==> src/rtl/pipe_hazard_ctrl.sv <==
// pipe_hazard_ctrl: stall/flush sequencer for the RV32I 5-stage pipeline.
// Load-use and taken-branch hazards, multi-cycle dmem wait FSM, stall counter.
//
// Ports:
//   clk, rst          clock, synchronous active-high reset
//   id_rs1/rs2        ID source regs, id_uses_rs1/rs2 read qualifiers
//   ex_rd, ex_memread EX destination and load flag
//   ex_branch_taken   branch/jump resolved taken in EX
//   mem_memread/write MEM stage data-memory access
//   dmem_ready        data memory completes access this cycle
//   pc_stall, *_stall hold PC / pipeline registers
//   *_flush           load NOP into pipeline registers
//   dmem_req          data-memory request strobe
//   mem_err           sticky memory timeout error
//   stall_cycles      saturating count of pc_stall cycles

module pipe_hazard_ctrl #(
  parameter int unsigned TIMEOUT = 255,
  parameter int unsigned CNT_W   = 8
) (
  input  logic        clk,
  input  logic        rst,
  input  logic [4:0]  id_rs1,
  input  logic [4:0]  id_rs2,
  input  logic        id_uses_rs1,
  input  logic        id_uses_rs2,
  input  logic [4:0]  ex_rd,
  input  logic        ex_memread,
  input  logic        ex_branch_taken,
  input  logic        mem_memread,
  input  logic        mem_memwrite,
  input  logic        dmem_ready,
  output logic        pc_stall,
  output logic        if_id_stall,
  output logic        id_ex_stall,
  output logic        ex_mem_stall,
  output logic        if_id_flush,
  output logic        id_ex_flush,
  output logic        mem_wb_flush,
  output logic        dmem_req,
  output logic        mem_err,
  output logic [31:0] stall_cycles
);

  typedef enum logic [1:0] {
    S_IDLE,
    S_WAIT,
    S_ERR
  } state_t;

  localparam logic [CNT_W-1:0] TMO = CNT_W'(TIMEOUT);

  state_t           state_q;
  state_t           state_d;
  logic [CNT_W-1:0] wait_q;
  logic [CNT_W-1:0] wait_d;
  logic             err_q;
  logic [31:0]      stall_cnt_q;

  logic mem_acc;
  logic mem_block;
  logic load_use;
  logic sel_blk;
  logic sel_br;
  logic sel_lu;

  assign mem_acc = mem_memread | mem_memwrite;

  always_comb begin
    mem_block = 1'b0;
    unique case (state_q)
      S_IDLE:  mem_block = mem_acc & ~dmem_ready;
      S_WAIT:  mem_block = ~dmem_ready;
      S_ERR:   mem_block = 1'b1;
      default: mem_block = 1'b0;
    endcase
  end

  assign load_use = ex_memread & (ex_rd != 5'd0) &
                    ((id_uses_rs1 & (id_rs1 == ex_rd)) |
                     (id_uses_rs2 & (id_rs2 == ex_rd)));

  // One-hot priority selects: a frozen EX defers branch and load-use.
  assign sel_blk = mem_block;
  assign sel_br  = ~mem_block & ex_branch_taken;
  assign sel_lu  = ~mem_block & ~ex_branch_taken & load_use;

  always_ff @(posedge clk) begin
    if (rst) begin
      state_q <= S_IDLE;
      wait_q  <= '0;
      err_q   <= 1'b0;
    end else begin
      state_q <= state_d;
      wait_q  <= wait_d;
      if (state_d == S_ERR) err_q <= 1'b1;
    end
  end

  always_comb begin
    state_d = state_q;
    wait_d  = wait_q;
    unique case (state_q)
      S_IDLE: begin
        if (mem_acc && !dmem_ready) begin
          state_d = S_WAIT;
          wait_d  = CNT_W'(1);
        end
      end
      S_WAIT: begin
        if (dmem_ready) begin
          state_d = S_IDLE;
          wait_d  = '0;
        end else if (wait_q == TMO) begin
          state_d = S_ERR;
        end else begin
          wait_d = wait_q + CNT_W'(1);
        end
      end
      S_ERR: begin
        state_d = S_ERR;
      end
      default: begin
        state_d = S_IDLE;
        wait_d  = '0;
      end
    endcase
  end

  always_comb begin
    pc_stall     = 1'b0;
    if_id_stall  = 1'b0;
    id_ex_stall  = 1'b0;
    ex_mem_stall = 1'b0;
    if_id_flush  = 1'b0;
    id_ex_flush  = 1'b0;
    mem_wb_flush = 1'b0;
    dmem_req     = 1'b0;
    if (!rst) begin
      dmem_req = mem_acc & (state_q != S_ERR);
      unique case (1'b1)
        sel_blk: begin
          pc_stall     = 1'b1;
          if_id_stall  = 1'b1;
          id_ex_stall  = 1'b1;
          ex_mem_stall = 1'b1;
          mem_wb_flush = 1'b1;
        end
        sel_br: begin
          if_id_flush = 1'b1;
          id_ex_flush = 1'b1;
        end
        sel_lu: begin
          pc_stall    = 1'b1;
          if_id_stall = 1'b1;
          id_ex_flush = 1'b1;
        end
        default: ;
      endcase
    end
  end

  assign mem_err      = err_q & ~rst;
  assign stall_cycles = rst ? 32'd0 : stall_cnt_q;

  always_ff @(posedge clk) begin
    if (rst) begin
      stall_cnt_q <= '0;
    end else if (pc_stall && stall_cnt_q != 32'hFFFF_FFFF) begin
      stall_cnt_q <= stall_cnt_q + 32'd1;
    end
  end

endmodule

==> config.mk <==
export PLATFORM = sky130hd
export DESIGN_NAME = pipe_hazard_ctrl
export DESIGN_NICKNAME = d
export VERILOG_FILES = /design/src/rtl/pipe_hazard_ctrl.sv
export SDC_FILE = /design/constraint.sdc
export NUM_CORES = 1
export LEC_CHECK = 0
export ABC_AREA = 1
export CORE_ASPECT_RATIO = 1.1
export CORE_MARGIN = 10
export CORE_UTILIZATION = 52
export DETAILED_ROUTE_END_ITERATION = 8
export GPL_TIMING_DRIVEN = 0
export PLACE_DENSITY = 0.81
export SKIP_CTS_REPAIR_TIMING = 1
export SYNTH_ARGS = -nofsm -noshare
export SYNTH_HDL_FRONTEND = slang
export SYNTH_SLANG_ARGS = --single-unit
==> constraint.sdc <==
create_clock -name clk -period 2.1 [get_ports clk]
set_clock_uncertainty 0.05 [all_clocks]
set_input_delay 0.21 -clock clk [delete_from_list [all_inputs] [get_ports clk]]
set_output_delay 0.21 -clock clk [all_outputs]
set_load 0.01 [all_outputs]
# After elaboration in Yosys (flattened, before gate mapping)
# Cells that the tools add are included.
# op_classes
add_sub_neg	2
multipliers	0
div_mod_pow	0
order_cmp	0
n_eq_ne	10
n_shift	0
n_mux	19
bitwise_logic	17
reduce_logical	8
# op_table
cell	count
$add A32 B1 Y32 const B	1
$mux W32	1
$ne A32 B32 Y1 const B	1
$mux W8	3
$pmux W8 S3	1
$and A1 B1 Y1	10
$eq A5 B5 Y1	2
$mux W1	9
$add A8 B1 Y8 const B	1
$eq A8 B8 Y1 const B	1
$mux W2	3
$pmux W2 S3	1
$not A1 Y1	5
$reduce_bool A5 Y1	1
$eq A2 B2 Y1 const B	2
$ne A2 B2 Y1 const B	2
$reduce_or A2 Y1	2
$ne A3 B3 Y1 const B	1
$pmux W1 S3	1
$reduce_and A3 Y1	1
$eq A2 B1 Y1 const B	1
$logic_and A1 B1 Y1	2
$logic_not A2 Y1	1
$or A1 B1 Y1	2
$logic_not A1 Y1	1
# word_totals
ff_bits	43
latch_bits	0
ram_bits	0
rom_bits	0
in_bits	24
output_inout_bits	41
wordCells	60
n_memories	0

# Logic depth before layout (Yosys ltp)
# logic_depth
word_depth	10
mapped_depth	13
ltp_nobuf	12

# Least setup slack after synthesis
# Ideal clock, no wire load.
# synth_timing
path_type	reg-to-reg
startpoint	reg stall_cnt_q[1]
endpoint	reg stall_cnt_q[1]
setup_ns	0.132
arrival_time_ns	1.596
required_time_ns	1.918
path_slack_ns	0.322
stages_incl_launch_ff	10
path_buffers	1
synth_period_minus_slack_ns	1.778
cell_sequence	dfxtp_1 > ha_1 > nand3_2 > nor2_4 > nand3_4 > nor2_2 > nand3_2 > buf_2 > nand3_1 > a21oi_1
# synth_between
elab_chain_len	2
word_cells_on_any_way	3
cone_classes	1 x add/sub; 1 x eq/ne; 1 x reduce/logical
# synth_lines
item	line_no	rtl
start: declaration	58	logic [31:0] stall_cnt_q;
start signal: assignment	170	stall_cnt_q <= stall_cnt_q + 32'd1;
parallel branches: the longest is 2 deep, another holds $add A32 B1 Y32	n/a	
# Several ways; the timed one is not identified.
# A chain may end at the register's enable or synchronous reset.

# Worst setup path after layout
# layout_timing
startpoint	reg state_q[1]
endpoint	out id_ex_flush
# layout_between
elab_chain_len	8
word_cells_on_any_way	11
cone_classes	2 x eq/ne; 3 x mux; 4 x bitwise; 2 x reduce/logical
# layout_lines
item	line_no	rtl
start: declaration	53	state_t state_q;
start signal: assignment	94	state_q <= state_d;
$eq A2 B2 Y1 (tied with other cells)	71	unique case (state_q)
$pmux W1 S3 *	71	
$not A1 Y1 *	85, 86	
$and A1 B1 Y1 (2 in a row)	86	assign sel_lu = ~mem_block & ~ex_branch_taken & load_use;
$reduce_or A2 Y1 (no line) *	n/a	
$mux W1 *	141	unique case (1'b1)
$mux W1 *	139	if (!rst) begin
end: declaration	38	output logic id_ex_flush,
# Every way passes the cells marked *; elsewhere a longest branch is shown, timed or not.

==> impl_metrics.csv <==
group,metric,value,unit
status,status,"finished with violations",
status,violations,"setup timing",
worst_setup_path,criticalPathCategory,"reg -> out",
worst_hold_path,hp-class,"reg -> reg",
worst_setup_path,critPathLaunchType,"flop",
route,drcViolationCount,0,
power,p_leak,1.99,nW
worst_setup_path,end_kind,"primary output",
placement,portBuffers,64,
clock_network,cts_tree,"done",
layout,area_growth,31.9,%
timing,maxSlewHeadroom,0.605,
clock_network,cts-root-buf,"clkbuf_8",
floorplan,die_h,102,um
timing,hold_slack,0.413,ns
worst_setup_path,r2r_start,"wait_q[0]$_SDFFE_PP0P_",
worst_setup_path,path_max_fanout,5,
clock_network,numCtsBuffers,5,
synthesis,synth_edf_count,0,
timing,setup_slack,-0.0898,ns
floorplan,die_area,9610,sq um
timing,fin_crit_sh,1.04,
worst_setup_path,crit_start,"state_q[1]$_SDFF_PP0_",
grt,groute.usage.overall,0.193,
timing,hold_viol,0,
floorplan,num_rows,29,
timing,maxSlewViolCount,0,
synthesis,synthCells,559,
synthesis,ys_warn_count,0,
job,cap_violations,0,
grt,first_global_vias,3429,
synthesis,synth_ff_type,"dfxtp_1",
route,drt-vias-per-instance,5.15,
worst_setup_path,critPathRequiredTime,1.84,ns
floorplan,design.portCount,65,
synthesis,synth_cell_types,29,
worst_setup_path,arrival,1.93,ns
route,ant_nets,0,
layout,drive_gt1_frac,0.0821,
route,drtIter0Drc,263,
floorplan,start_util,0.541,
synthesis,async_reset_ff_frac,0,
route,vias,3658,
route,wire_per_inst,13.3,um
worst_setup_path,path_cells,"nor2_1 > nand2_1 > nand3_2 > nor3_1 > inv_1 > nand2_1 > clkdlybuf4s50_1",
grt,overflow,0,
worst_setup_path,slowest_stage,"clkdlybuf4s50_1",
worst_setup_path,crit_top_cell,"nand2_1",
synthesis,seq_area_frac_synth,0.272,
route,drt_pre_antenna_iters,5,
layout,nFillCells,519,
power,vdd_drop_max,323,uV
placement,post-dp-hpwl,7130,um
grt,grt_pass1_wl,15100,um
layout,antennaDiodeCount,0,
synthesis,netlist_area,3160,sq um
worst_hold_path,hp-start,"err_q$_SDFFE_PP0N_",
power,power_density,451,nW/um^2
timing,max_freq,0.457,GHz
clock_network,clk_pin_slew,0.09,ns
clock_network,cts_max_level,2,
grt,grt_max_degree,14,
grt,antenna_found_initial,0,
floorplan,core_area,5840,sq um
layout,nets,658,
synthesis,syn_avg_cell_area,5.66,sq um
route,drt_wl_total,9430,um
clock_network,clkSinkCount,43,
clock_network,clk_latency,0.30,ns
synthesis,syn_nets,585,
synthesis,synth_seq_cells,43,
power,fin_total_pwr,1.88,mW
placement,gp_congestion,0.944,
timing,finalSetupViolCount,4,
worst_setup_path,worst_path_largest_cell_delay,0.55,ns
timing,worst_slew_pin_slew,0.590,ns
timing,rsz0062_at_grt,"yes",
clock_network,cts_buffer_depth,2,
floorplan,dieWidth,94.4,um
timing,layout_min_cycle_time,2.19,ns
layout,final_util,0.714,
[layout by cell type (no fill, tap or decap), drive strengths merged, types with 11 or more instances in the layout]
master / instances
nand2: 169
nor2: 115
inv: 77
dlymetal6s2s: 19
buf: 19
clkdlybuf4s50: 43
nor3: 11
nand3: 56
a21oi: 34
dfxtp: 43
xor2: 15
[state kept, by name (all words and copies together), names as in the netlist]
name / count
stall_cnt_q: 32
wait_q: 8
err_q: 1
state_q: 2
[Yosys cell counts (3+ instances only)]
master / instances / area share
a21oi_1: 34 / 0.054
buf_1: 5 / 0.0059
buf_2: 5 / 0.0079
buf_4: 4 / 0.0095
clkbuf_1: 3 / 0.0036
dfxtp_1: 43 / 0.27
inv_1: 77 / 0.091
nand2_1: 167 / 0.20
nand3_1: 53 / 0.084
nor2_1: 109 / 0.13
nor2_2: 4 / 0.0079
nor3_1: 11 / 0.017
o21ai_0: 5 / 0.0079
o21ai_1: 4 / 0.0063
xor2_1: 15 / 0.042
[layout make-up]
class	instances	area (sq um)	share of cell area
buffer	19	135	0.0324
clock buffer	6	72.6	0.0174
clock inverter	2	60.1	0.0144
inverter	79	304	0.0729
multi-input combinational	418	1940	0.466
sequential	43	863	0.207
tap	77	96.3	0.0231
timing repair buffer	66	698	0.167
[metal layers]
metal  GRT usage  share of wire  vias to the layer above
li1            -              -                     1867
met1       0.215           0.41                     1638
met2       0.328           0.47                      131
met3      0.0592          0.085                       22
met4      0.0865          0.032                        0
met5           0              0                        -
[through the flow]
step / worst slack, ns / cells / setup TNS, ns / area, sq um
after global placement: -0.632 / 700 / -13.72 / 3900
after global routing: -0.265 / 710 / -0.588 / 4170
after detailed placement: -0.660 / 700 / -15.49 / 3900
final: -0.0898 / 710 / -0.151 / 4170
after CTS: -0.665 / 708 / -14.59 / 4030
after floorplan: 0.322 / 559 / 0 / 3160
[path summary, 6_finish.rpt]
check                                         endpoint  slack (ns)  depth (start not counted)
worst max-delay path                       id_ex_flush       -0.09                          7
worst max register to register  wait_q[4]$_SDFFE_PP0P_        0.12                          9
worst min register to register      err_q$_SDFFE_PP0N_        0.41                          2
worst min-delay path                err_q$_SDFFE_PP0N_        0.41                          2
[where the power goes]
group,switching [mW],internal [mW]
clock,0.311,0.476
combinational,0.147,0.116
sequential,0.00969,0.824
total,0.468,1.42
[worst max-delay path: cells and delay by family (launching register included)]
| kind | cells | cell delay (ns) |
|---|---|---|
| buffers and inverters | 2 | 0.61 |
| and+or+nand+nor | 5 | 0.58 |
| DFF | 1 | 0.43 |
[cell families (layout without fill, tap and decap cells)]
group,count (synthesis),in the layout,share of synthesized area
AND/OR/NAND/NOR,356,356,0.478
flip-flops,43,43,0.272
XOR/XNOR,15,15,0.0415
buffers and inverters,98,172,0.128
AO/OA/AOI/OAI,45,45,0.0724
adder cells (fa/ha/maj),2,2,0.00791
No activity file was read; power rests on OpenSTA's default activity.
